### src/rtl/dmem_arbiter_if.sv
// rtl/dmem_arbiter_if.sv - CPU, loader and data-memory signal bundle for dmem_arbiter
interface dmem_arbiter_if #(
    parameter int ADDR_W = 6,
    parameter int DATA_W = 32
);
    logic              c_req;
    logic              c_we;
    logic [ADDR_W-1:0] c_addr;
    logic [DATA_W-1:0] c_wdata;
    logic              c_gnt;
    logic              c_rvalid;
    logic [DATA_W-1:0] c_rdata;

    logic              l_req;
    logic              l_we;
    logic [ADDR_W-1:0] l_addr;
    logic [DATA_W-1:0] l_wdata;
    logic              l_lock;
    logic              l_gnt;
    logic              l_rvalid;
    logic [DATA_W-1:0] l_rdata;

    logic              mem_we;
    logic [ADDR_W-1:0] mem_a;
    logic [DATA_W-1:0] mem_d;
    logic [DATA_W-1:0] mem_q;

    modport slave (
        input  c_req, c_we, c_addr, c_wdata,
        output c_gnt, c_rvalid, c_rdata,
        input  l_req, l_we, l_addr, l_wdata, l_lock,
        output l_gnt, l_rvalid, l_rdata,
        output mem_we, mem_a, mem_d,
        input  mem_q
    );

    modport master (
        output c_req, c_we, c_addr, c_wdata,
        input  c_gnt, c_rvalid, c_rdata,
        output l_req, l_we, l_addr, l_wdata, l_lock,
        input  l_gnt, l_rvalid, l_rdata,
        input  mem_we, mem_a, mem_d,
        output mem_q
    );
endinterface

### src/rtl/dmem_arbiter.sv
// rtl/dmem_arbiter.sv - single-port data memory arbiter between CPU and loader
// CPU has priority; loader wins after MAX_WAIT starved cycles or while holding a burst lock.
module dmem_arbiter #(
    parameter int ADDR_W   = 6,
    parameter int DATA_W   = 32,
    parameter int MAX_WAIT = 4
) (
    input logic           clk,
    input logic           rst,
    dmem_arbiter_if.slave bus
);
    localparam logic [3:0] WAIT_LIMIT = 4'(MAX_WAIT);

    typedef enum logic {
        OPEN,
        LOCKED
    } state_t;

    state_t            state;
    logic [3:0]        wait_cnt;
    logic [ADDR_W-1:0] a_hold;
    logic              c_rvalid_q;
    logic              l_rvalid_q;
    logic [DATA_W-1:0] c_rdata_q;
    logic [DATA_W-1:0] l_rdata_q;

    logic              starved;
    logic              c_gnt;
    logic              l_gnt;

    always_comb begin
        starved = (wait_cnt == WAIT_LIMIT);
        c_gnt   = !rst && (state == OPEN) && bus.c_req && !(bus.l_req && starved);
        l_gnt   = !rst && bus.l_req && ((state == LOCKED) || !bus.c_req || starved);
    end

    // Idle cycles keep the last address on the bus so the memory sees no spurious toggling.
    always_comb begin
        bus.mem_we = 1'b0;
        bus.mem_a  = a_hold;
        bus.mem_d  = '0;
        if (c_gnt) begin
            bus.mem_we = bus.c_we;
            bus.mem_a  = bus.c_addr;
            bus.mem_d  = bus.c_wdata;
        end else if (l_gnt) begin
            bus.mem_we = bus.l_we;
            bus.mem_a  = bus.l_addr;
            bus.mem_d  = bus.l_wdata;
        end
    end

    always_comb begin
        bus.c_gnt    = c_gnt;
        bus.l_gnt    = l_gnt;
        bus.c_rvalid = c_rvalid_q;
        bus.l_rvalid = l_rvalid_q;
        bus.c_rdata  = c_rdata_q;
        bus.l_rdata  = l_rdata_q;
    end

    always_ff @(posedge clk) begin
        if (rst) begin
            state      <= OPEN;
            wait_cnt   <= 4'd0;
            a_hold     <= '0;
            c_rvalid_q <= 1'b0;
            l_rvalid_q <= 1'b0;
            c_rdata_q  <= '0;
            l_rdata_q  <= '0;
        end else begin
            if (c_gnt || l_gnt) begin
                a_hold <= bus.mem_a;
            end

            if (l_gnt) begin
                wait_cnt <= 4'd0;
            end else if (bus.l_req && (wait_cnt < WAIT_LIMIT)) begin
                wait_cnt <= wait_cnt + 4'd1;
            end

            // The unlocking cycle itself still belongs to the loader.
            case (state)
                OPEN:    if (l_gnt && bus.l_lock) state <= LOCKED;
                LOCKED:  if (!bus.l_lock)         state <= OPEN;
                default:                          state <= OPEN;
            endcase

            c_rvalid_q <= c_gnt && !bus.c_we;
            l_rvalid_q <= l_gnt && !bus.l_we;
            if (c_gnt && !bus.c_we) begin
                c_rdata_q <= bus.mem_q;
            end
            if (l_gnt && !bus.l_we) begin
                l_rdata_q <= bus.mem_q;
            end
        end
    end
endmodule

### src/flat_wrapper.sv
// flat-port wrapper written by rule: the top's interface ports become plain ports
module dmem_arbiter_flat 
#(
    parameter int ADDR_W   = 6,
    parameter int DATA_W   = 32,
    parameter int MAX_WAIT = 4
)
  (clk, rst, bus_c_req, bus_c_we, bus_c_addr, bus_c_wdata, bus_c_gnt, bus_c_rvalid, bus_c_rdata, bus_l_req, bus_l_we, bus_l_addr, bus_l_wdata, bus_l_lock, bus_l_gnt, bus_l_rvalid, bus_l_rdata, bus_mem_we, bus_mem_a, bus_mem_d, bus_mem_q);
  dmem_arbiter_if #(.ADDR_W(ADDR_W), .DATA_W(DATA_W)) bus_i ();
  input logic clk;
  input logic rst;
  input wire logic [$bits(bus_i.c_req)-1:0] bus_c_req;
  input wire logic [$bits(bus_i.c_we)-1:0] bus_c_we;
  input wire logic [$bits(bus_i.c_addr)-1:0] bus_c_addr;
  input wire logic [$bits(bus_i.c_wdata)-1:0] bus_c_wdata;
  output wire logic [$bits(bus_i.c_gnt)-1:0] bus_c_gnt;
  output wire logic [$bits(bus_i.c_rvalid)-1:0] bus_c_rvalid;
  output wire logic [$bits(bus_i.c_rdata)-1:0] bus_c_rdata;
  input wire logic [$bits(bus_i.l_req)-1:0] bus_l_req;
  input wire logic [$bits(bus_i.l_we)-1:0] bus_l_we;
  input wire logic [$bits(bus_i.l_addr)-1:0] bus_l_addr;
  input wire logic [$bits(bus_i.l_wdata)-1:0] bus_l_wdata;
  input wire logic [$bits(bus_i.l_lock)-1:0] bus_l_lock;
  output wire logic [$bits(bus_i.l_gnt)-1:0] bus_l_gnt;
  output wire logic [$bits(bus_i.l_rvalid)-1:0] bus_l_rvalid;
  output wire logic [$bits(bus_i.l_rdata)-1:0] bus_l_rdata;
  output wire logic [$bits(bus_i.mem_we)-1:0] bus_mem_we;
  output wire logic [$bits(bus_i.mem_a)-1:0] bus_mem_a;
  output wire logic [$bits(bus_i.mem_d)-1:0] bus_mem_d;
  input wire logic [$bits(bus_i.mem_q)-1:0] bus_mem_q;
  assign bus_i.c_req = bus_c_req;
  assign bus_i.c_we = bus_c_we;
  assign bus_i.c_addr = bus_c_addr;
  assign bus_i.c_wdata = bus_c_wdata;
  assign bus_c_gnt = bus_i.c_gnt;
  assign bus_c_rvalid = bus_i.c_rvalid;
  assign bus_c_rdata = bus_i.c_rdata;
  assign bus_i.l_req = bus_l_req;
  assign bus_i.l_we = bus_l_we;
  assign bus_i.l_addr = bus_l_addr;
  assign bus_i.l_wdata = bus_l_wdata;
  assign bus_i.l_lock = bus_l_lock;
  assign bus_l_gnt = bus_i.l_gnt;
  assign bus_l_rvalid = bus_i.l_rvalid;
  assign bus_l_rdata = bus_i.l_rdata;
  assign bus_mem_we = bus_i.mem_we;
  assign bus_mem_a = bus_i.mem_a;
  assign bus_mem_d = bus_i.mem_d;
  assign bus_i.mem_q = bus_mem_q;
  dmem_arbiter #(.ADDR_W(ADDR_W), .DATA_W(DATA_W), .MAX_WAIT(MAX_WAIT)) u_core (.clk(clk), .rst(rst), .bus(bus_i));
endmodule
### config.mk
export PLATFORM = sky130hd
export DESIGN_NAME = dmem_arbiter_flat
export DESIGN_NICKNAME = d
export VERILOG_FILES = /design/src/rtl/dmem_arbiter_if.sv /design/src/rtl/dmem_arbiter.sv /design/src/flat_wrapper.sv
export SDC_FILE = /design/constraint.sdc
export NUM_CORES = 1
export LEC_CHECK = 0
export BUFFER_PORTS_ARGS = -buffer_cell sky130_fd_sc_hd__buf_4
export CAP_MARGIN = 20
export CORE_UTILIZATION = 30
export DETAILED_ROUTE_END_ITERATION = 7
export RECOVER_POWER = 50
export SLEW_MARGIN = 20
export SYNTH_ARGS = -nofsm -noshare
export SYNTH_HDL_FRONTEND = slang
export SYNTH_SLANG_ARGS = --single-unit
### constraint.sdc
create_clock -name clk -period 2.5 [get_ports clk]
set_clock_uncertainty 0.1 [all_clocks]
set_input_delay 0 -clock clk [delete_from_list [all_inputs] [get_ports clk]]
set_output_delay 0 -clock clk [all_outputs]
set_load 0.02 [all_outputs]
Yosys cells after proc, flatten, opt, wreduce, memory -nomap -nowiden
Index checks and enable logic that the tools add are counted.
W data, S select, Z words.
- bits in registers: 77
- bits in latches: 0
- memory bits (writable): 0
- bits in read-only memories: 0
- output and inout port bits: 107
- logic and storage cells: 39
- memories: 0
- add/sub/neg operators: 1
- multiply operators: 0
- div/mod/pow operators: 0
- $lt $le $gt $ge: 1
- equal/unequal tests: 1
- shift-type cells: 0
- multiplexer cells: 9
- bitwise operators: 1
- reduce and logical (&&, ||, !) cells: 19
- operators with widths (cell ; number):
    $mux W32 ; 2
    $mux W6 ; 2
    $logic_and A1 B1 Y1 ; 10
    $logic_not A1 Y1 ; 5
    $add A4 B1 Y4 const B ; 1
    $eq A4 B3 Y1 const B ; 1
    $lt A4 B3 Y1 const B ; 1
    $mux W1 ; 4
    $logic_or A1 B1 Y1 ; 3
    $pmux W1 S2 ; 1
    $reduce_or A2 Y1 ; 1
    $not A1 Y1 ; 1

Longest topological paths before layout
Gate-level depths: netlist of run 1.
- depth in word-level cells: 7
- gate-level depth with buffers: 8

Least setup slack after synthesis of run 1
OpenSTA, ideal clock, no wires.
- path kind: register to register
- start: reg u_core.wait_cnt[0]
- end: reg u_core.c_rdata_q[17], in the netlist u_core.bus.c_rdata[17]
- setup time: 0.116 ns
- data arrival time: 1.669 ns
- setup slack: 0.615 ns
- cell stages (with the launch flop): 9
- buffers on the path: 3
- cell sequence: dfxtp_1 > inv_1 > ha_1 > and4b_1 > buf_2 > or3_1 > buf_2 > buf_6 > a31o_1
- word-level cells in the longest chain between the ends: 5
- RTL lines (what ; line ; text):
    start, declared ; dmem_arbiter.sv:20 ; logic [3:0] wait_cnt;
    start signal, assigned ; dmem_arbiter.sv:79 ; wait_cnt <= wait_cnt + 4'd1;
    $eq A4 B3 Y1 ; dmem_arbiter.sv:32 ; starved = (wait_cnt == WAIT_LIMIT);
    $logic_and A1 B1 Y1 ; dmem_arbiter.sv:33 ; c_gnt = !rst && (state == OPEN) && bus.c_req && !(bus.l_req && starved);
    $logic_not A1 Y1 ; dmem_arbiter.sv:33 ;
    $logic_and A1 B1 Y1 ; dmem_arbiter.sv:33 ;
    $logic_and A1 B1 Y1 ; dmem_arbiter.sv:91 ; if (c_gnt && !bus.c_we) begin
    end signal, assigned ; dmem_arbiter.sv:92 ; c_rdata_q <= bus.mem_q;
    end, declared ; dmem_arbiter.sv:24 ; logic [DATA_W-1:0] c_rdata_q;
Every way passes these cells.
A chain may end at the register's enable or synchronous reset.

Worst setup path in the final report of run 1
- start: reg u_core.state
- end: out bus_mem_d[24]
- word-level cells in the longest chain between the ends: 5
- RTL lines (what ; line ; text):
    start, declared ; dmem_arbiter.sv:19 ; state_t state;
    start signal, assigned ; dmem_arbiter.sv:64 ; state <= OPEN;
    start signal, assigned ; dmem_arbiter.sv:84 ; OPEN: if (l_gnt && bus.l_lock) state <= LOCKED;
    start signal, assigned ; dmem_arbiter.sv:85 ; LOCKED: if (!bus.l_lock) state <= OPEN;
    $logic_or A1 B1 Y1 / $not A1 Y1 (equally long branches) ; dmem_arbiter.sv:34, dmem_arbiter.sv:33 ;
    $logic_or A1 B1 Y1 / $logic_and A1 B1 Y1 (equally long branches) ; dmem_arbiter.sv:34, dmem_arbiter.sv:33 ;
    $logic_and A1 B1 Y1, on equally long branches ; dmem_arbiter.sv:34, dmem_arbiter.sv:33 ;
    $mux W32 / $logic_and A1 B1 Y1 (equally long branches) ; dmem_arbiter.sv:46, dmem_arbiter.sv:33 ;
    $mux W32 (*) ; dmem_arbiter.sv:42 ; if (c_gnt) begin
    end, declared ; flat_wrapper.sv:29 ; output wire logic [$bits(bus_i.mem_d)-1:0] bus_mem_d;
Mark *: on every way between the ends. The rest lies on a longest branch, timed or not.

==> qor_table.md, run 1 <==
| Stage | Metric | This run |
|---|---|---|
| yosys | Syn Inst Count | 478 |
| hold path | Worst hold path depth | 2 |
| pwr | Internal Dissipation | 2.54 mW |
| floorplanning | Effective utilization at floorplan | 0.312 |
| clock network | Post-cts repair resize count | 0 |
| clock network | CTS sink cnt | 77 |
| yosys | Mux contribution to synthesized area | 0.0824 |
| clock network | Maximum level of the CTS H-tree | 3 |
| global route | Vias in the first global route | 4575 |
| place | Half-perimeter wire length of the detailed placement result | 10200 microns |
| yosys | Synthesized Nets | 595 |
| critical path | Data arrival time of the worst path | 2.23 ns |
| route | Final ANT Viol Nets | 0 |
| sta | Slew at the pin closest to its max-slew limit | 0.607 ns |
| pwr | Share of total power consumed by net switching | 0.268 |
| place | Placer congestion estimate | 0.929 |
| pwr | Power per unit of standard cell area | 550 nW/um^2 |
| sta | Final Hold Fails | 0 |
| yosys | Combinational family with the most area after synthesis | simple AND/OR/NAND/NOR gates |
| yosys | Post-synth cell types | 34 |
| floorplanning | Top-level port count | 222 |
| sta | Setup-failing EPs final | 0 |
| route | Via count | 4611 |
| clock network | Cts bufs inserted | 9 |
| sta | Count of final max-slew check failures | 0 |
| yosys | Sequential cell area fraction in the yosys report | 0.385 |
| clock network | Clock Latency Late Sink | 0.33 ns |
| final layout | Commonest non-fill, non-tap cells in the layout | buf_4 (165), dfxtp_1 (77), clkbuf_1 (68) |
| final layout | Area growth, synth to finish | 57.6% |
| pwr | Tot Pwr | 3.47 mW |
| floorplanning | Vertical extent of the die | 118 microns |
| route | Number of remaining DRC errors | 0 |
| global route | Number of antenna violations at the first check in global routing | 0 |
| run | Reported max-cap violation count | 0 |
| global route | First-pass GRT wire length | 23700 microns |
| sta | Setup TNS | 0 ns |
| sta | Slew headroom | 0.595 |
| sta | Achievable clock frequency | 430 MHz |
| pwr | Clock network fraction of design power | 0.401 |
| yosys | Post-Synth Simple-Gate Area | 0.226 |
| route | Vias/cell | 5.19 |
| global route | Final global-route overflow total | 0 |
| hold path | Path type of the worst min-delay path | in2reg |
| place | Total placed cells including tap cells | 826 |
| route | DRT Wirelength | 14700 microns |
| sta | Unrepaired setup endpoints after global routing | false |
| clock network | Clock buffer depth | 2 |
| sta | Post-route clock period utilization | 0.930 |
| clock network | Clock transition at the registers of the reported paths | 0.05 ns |
| floorplanning | Core Footprint | 12800 sq um |
| critical path | Number of cell instances on the worst register-to-register path | 6 |
| route | Violation count after the first detailed-route iteration | 247 |
| final layout | Net count of the finished layout | 829 |
| route | Length of the first detailed-routing pass in iterations | 5 |
| critical path | Critical path startpoint category | flip-flop |
| critical path | Type of the worst setup path | reg2out |
| yosys | Xor and xnor area share after synthesis | 0.00219 |
| yosys | Synthesized cell area | 4010 sq um |
| pwr | Leakage Power | 2.63 nW |
| clock network | TritonCTS clock tree | built |
| outcome | Result of the run | complete, no violations |
| pwr | Switching power summed over all nets | 0.930 mW |
| pwr | IR Drop Worst-Case VDD | 0.335 mV |
| final layout | Proportion of layout cells with a drive suffix above 1 | 0.264 |
| pwr | Part of the total power dissipated in combinational logic | 0.220 |
| clock network | Clk Tree Root Cell | clkbuf_16 |
| floorplanning | Die Outline Area | 13800 sq um |
| critical path | Crit path required time | 2.40 ns |
| route | Routed wire per std cell | 16.6 microns |
| place | Port Buffers | 221 |
| global route | Largest net degree at the start of global routing | 66 |
| final layout | Fill cell instance count of the final layout | 1286 |
| yosys | YS warnings | 0 |
| critical path | Category of the worst setup path capture point | primary output |
| final layout | Commonest non-fill, non-tap cell in the layout | buf_4 |
| yosys | Total of flip-flops plus latches after synthesis | 77 |
| global route | GRT Resource Usage Total | 0.212 |
| floorplanning | Horizontal die dimension | 118 microns |
| critical path | Maximum fanout along the worst path | 32 |
| yosys | Adder-cell share of the synthesized area | 0.00625 |
| pwr | Reg power frac | 0.379 |
| floorplanning | Number of standard-cell rows in the floorplan | 41 |
| sta | Minimum period implied by the final worst setup slack | 2.33 ns |
| final layout | Number of antenna diodes | 0 |
| final layout | Layout Cells excl Fill | 888 |
| yosys | Mean instance size in the synthesized netlist | 8.38 sq um |
| yosys | Fraction of the mapped netlist area in compound gates | 0.219 |
==> path summary, 6_finish.rpt <==
| kind | startpoint | endpoint | slack [ns] |
|---|---|---|---|
| max reg2reg | u_core.state$_SDFF_PP0_ | u_core.a_hold[5]$_SDFFE_PP0P_ | 0.20 |
| min | rst | u_core.wait_cnt[3]$_SDFFE_PP0P_ | 0.03 |
| min reg2reg | u_core.bus.l_rdata[15]$_SDFFE_PP0P_ | u_core.bus.l_rdata[15]$_SDFFE_PP0P_ | 0.36 |
| max | u_core.state$_SDFF_PP0_ | bus_mem_d[24] | 0.17 |
==> cells by family (layout without fill, tap and decap cells) <==
group                      Yosys count  after routing
AOI/OAI and AO/OA                  123            123
xor gates and xnor gates             1              1
adders and majority gates            2              2
buffers and inverters               72            310
DFF                                 77             77
muxes                               33             33
and+or+nand+nor                    170            170
==> routing by layer <==
| metal | vias to the layer above | global-route usage | share of wire |
|---|---|---|---|
| li1 | 2241 | - | - |
| met3 | 14 | 0.0610 | 0.084 |
| met1 | 2152 | 0.239 | 0.39 |
| met5 | - | 0 | 0 |
| met2 | 204 | 0.374 | 0.50 |
| met4 | 0 | 0.0865 | 0.020 |
==> cell usage after synthesis (all sizes together) <==
| library cell | number | area share |
|---|---|---|
| dfxtp | 77 | 0.38 |
| nand3 | 45 | 0.056 |
| nand2 | 39 | 0.037 |
| o211ai | 39 | 0.073 |
| clkbuf | 37 | 0.035 |
| a21oi | 35 | 0.044 |
| mux2i | 33 | 0.082 |
| nand2b | 33 | 0.052 |
| a31o | 32 | 0.070 |
| nor4 | 32 | 0.050 |
| buf | 24 | 0.034 |
| inv | 11 | 0.010 |
| a31oi | 7 | 0.011 |
| nand4 | 6 | 0.0094 |
| nor3 | 6 | 0.0075 |
| o221ai | 6 | 0.013 |
| ha | 2 | 0.0062 |
| nor2 | 2 | 0.0019 |
| nor2b | 2 | 0.0031 |
| o21ai | 2 | 0.0034 |
| and3b | 1 | 0.0022 |
| and4b | 1 | 0.0025 |
| nand4b | 1 | 0.0022 |
| nor3b | 1 | 0.0019 |
| o211a | 1 | 0.0025 |
| o21a | 1 | 0.0019 |
| or3 | 1 | 0.0016 |
| xnor2 | 1 | 0.0022 |
==> what timing repair did <==
item / 4_1_cts / 5_1_grt
hold buffers: 47 / 0
setup endpoints to repair: 0 / 0
hold endpoints to repair: 41 / 0
setup buffers: 0 / 0
==> state kept, by name (all words and copies together) (netlist names) <==
| name | cells |
|---|---|
| u_core.a_hold | 6 |
| u_core.bus.c_rdata | 32 |
| u_core.bus.c_rvalid | 1 |
| u_core.bus.l_rdata | 32 |
| u_core.bus.l_rvalid | 1 |
| u_core.state | 1 |
| u_core.wait_cnt | 4 |
==> power by group through the flow <==
| stage | registers (mW) | clock network, mW | logic (mW) |
|---|---|---|---|
| 2_1_floorplan | 1.39 | 0 | 0.328 |
| 3_5_place_dp | 1.34 | 0 | 0.742 |
| 5_1_grt | 1.32 | 1.48 | 0.823 |
| 4_1_cts | 1.32 | 1.43 | 0.805 |
| 3_3_place_gp | 1.34 | 0 | 0.736 |
| 6_report | 1.32 | 1.39 | 0.764 |
==> critical path, cell delays in order, from the launching register on <==
cell and delay [ns]:
dfxtp_1 0.38, nand2b_2 0.18, buf_4 0.30, buf_4 0.37, o211ai_1 0.14, a21oi_1 0.31, buf_4 0.20
==> cell type report <==
type,instances,area [sq um],area share
Multi-Input combinational cell,329,2150,0.341
Tap cell,172,215,0.0341
Inverter,11,41.3,0.00654
Clock buffer,12,246,0.0390
Sequential cell,77,1540,0.244
Clock inverter,3,68.8,0.0109
Timing Repair Buffer,284,2050,0.324
==> through the flow <==
stage | worst slack, ns | cell area [sq um] | hold slack, ns | utilization
detailed placement | 0.445 | 5780 | 0.109 | 0.451
global placement | 0.507 | 5780 | 0.106 | 0.451
floorplan | 0.615 | 4010 | -0.0232 | -
global route | 0.0334 | 6310 | 0.0470 | 0.492
CTS | 0.186 | 6570 | 0.0232 | 0.512
finish | 0.175 | 6310 | 0.0281 | 0.492
No activity file was read; power rests on OpenSTA's default activity.
==> inputs of run 2 (changes only) <==
Settings changed: CELL_PAD_IN_SITES_DETAIL_PLACEMENT set to 2, CELL_PAD_IN_SITES_GLOBAL_PLACEMENT set to 2, CORE_UTILIZATION 30 to 24, PLACE_DENSITY_LB_ADDON set to 0.1.
==> qor_table.md, run 2 (synthesis gave the netlist of run 1 again) <==
| Stage | Metric | This run |
|---|---|---|
| outcome | Result of the run | complete, no violations |
| run | Reported max-cap violation count | 0 |
| route | Via count | 4729 |
| place | Half-perimeter wire length of the detailed placement result | 11800 microns |
| clock network | Clock Latency Late Sink | 0.33 ns |
| hold path | Path type of the worst min-delay path | in2reg |
| pwr | IR Drop Worst-Case VDD | 0.250 mV |
| clock network | TritonCTS clock tree | built |
| global route | Met2 usage in global routing | 0.374 |
| global route | Met1 demand-to-capacity share in global routing | 0.243 |
| clock network | Cts bufs inserted | 9 |
| route | Final ANT Viol Nets | 0 |
| floorplanning | Number of standard-cell rows in the floorplan | 46 |
| sta | Unrepaired setup endpoints after global routing | false |
| global route | Vias in the first global route | 5250 |
| final layout | Area growth, synth to finish | 58.2% |
| floorplanning | Core Footprint | 16100 sq um |
| global route | Final global-route overflow total | 0 |
| sta | Worst Hold Slack | 0.0971 ns |
| place | Port Buffers | 221 |
| sta | Post-route clock period utilization | 0.925 |
| critical path | Crit path required time | 2.40 ns |
| global route | Most utilized layer in the global route result | met2 |
| sta | Slew at the pin closest to its max-slew limit | 0.747 ns |
| critical path | Worst stage delay on the critical path | 0.38 ns |
| sta | Setup-failing EPs final | 0 |
| critical path | Maximum fanout along the worst path | 33 |
| global route | Largest net degree at the start of global routing | 48 |
| final layout | Proportion of layout cells with a drive suffix above 1 | 0.266 |
| final layout | Number of antenna diodes | 0 |
| clock network | Clock buffer depth | 2 |
| final layout | Net count of the finished layout | 827 |
| floorplanning | Top-level port count | 222 |
| critical path | Critical path's most frequent cell | buf_4 |
| sta | Final Hold Fails | 0 |
| route | Routed wire per std cell | 19.0 microns |
| global route | GR met3 Demand/Resource | 0.0471 |
| route | Length of the first detailed-routing pass in iterations | 4 |
| sta | Count of final max-slew check failures | 0 |
| sta | Setup TNS | 0 ns |
| place | Placer congestion estimate | 0.821 |
| critical path | Type of the worst setup path | reg2out |
| final layout | Fill cell instance count of the final layout | 1852 |
| global route | GRT Resource Usage Total | 0.207 |
| floorplanning | Horizontal die dimension | 131 microns |
| sta | Slew headroom | 0.502 |
| clock network | Clock transition at the registers of the reported paths | 0.06 ns |
| critical path | Buf/Inv on CP | 4 |
| route | Number of remaining DRC errors | 0 |
| final layout | Commonest non-fill, non-tap cells in the layout | buf_4 (165), dfxtp_1 (77), clkbuf_1 (67) |
| floorplanning | Effective utilization at floorplan | 0.249 |
| clock network | Post-cts repair resize count | 0 |
| pwr | Tot Pwr | 3.50 mW |
| global route | First-pass GRT wire length | 28800 microns |
| route | Vias/cell | 5.08 |
| critical path | Cell type of the slowest stage on the worst timing path | buf_4 |
| pwr | Leakage Power | 2.62 nW |
| final layout | Commonest non-fill, non-tap cell in the layout | buf_4 |
| clock network | Maximum level of the CTS H-tree | 3 |
| floorplanning | Die Outline Area | 17200 sq um |
| critical path | Critical path startpoint category | flip-flop |
| route | Violation count after the first detailed-route iteration | 164 |
| clock network | Clk Tree Root Cell | clkbuf_16 |
| floorplanning | Vertical extent of the die | 131 microns |
| route | DRT Wirelength | 17700 microns |
| clock network | CTS sink cnt | 77 |
| global route | Number of antenna violations at the first check in global routing | 0 |
| critical path | Cell family with the largest share of critical-path delay | buffers and inverters |
| critical path | Data arrival time of the worst path | 2.21 ns |
| sta | Minimum period implied by the final worst setup slack | 2.31 ns |
| critical path | Category of the worst setup path capture point | primary output |
| critical path | Critical-path cell list | inv_1, ha_1, and4b_1, buf_4, a21oi_1, buf_4, o221ai_1, buf_4 |
| sta | Achievable clock frequency | 433 MHz |
| pwr | Power per unit of standard cell area | 553 nW/um^2 |
-- run 2: final timing paths --
path,from,endpoint,slack [ns],cells after the start
worst max register to register,u_core.wait_cnt[0]$_SDFFE_PP0P_,u_core.a_hold[5]$_SDFFE_PP0P_,0.20,7
worst max-delay path,u_core.wait_cnt[0]$_SDFFE_PP0P_,bus_mem_a[1],0.19,8
worst min register to register,u_core.bus.l_rdata[23]$_SDFFE_PP0P_,u_core.bus.l_rdata[23]$_SDFFE_PP0P_,0.36,2
worst min-delay path,bus_c_we,u_core.bus.c_rvalid$_SDFF_PP0_,0.1,2
-- run 2: metal layers --
layer / vias to the layer above / part of all wire
li1: 2232 / -
met1: 2346 / 0.43
met2: 141 / 0.50
met3: 10 / 0.054
met4: 0 / 0.0097
met5: - / 0
-- run 2: what timing repair did --
item	CTS	global route
setup buffers	0	0
endpoints found under the hold margin	41	0
setup endpoints to repair	0	0
hold buffers	47	0
-- run 2: stage by stage --
step,cells,utilization,cell area [sq um],setup WS [ns]
floorplan,478,-,4010,0.615
global placement,867,0.360,5800,0.507
detailed placement,867,0.360,5800,0.350
CTS,930,0.409,6580,0.161
global route,931,0.393,6340,0.0253
finish,931,0.393,6340,0.188
-- run 2: cell type report --
type	instances	area [sq um]	share of cell area
Tap cell	216	270	0.0426
Clock inverter	6	87.6	0.0138
Sequential cell	77	1540	0.243
Clock buffer	10	229	0.0361
Inverter	11	41.3	0.00651
Timing Repair Buffer	282	2010	0.317
Multi-Input combinational cell	329	2160	0.341
-- run 2: where the power goes --
group,internal [mW],switching (mW),leakage [nW]
Combinational,0.352,0.426,1.83
Clock,0.875,0.533,0.156
Sequential,1.28,0.0329,0.628
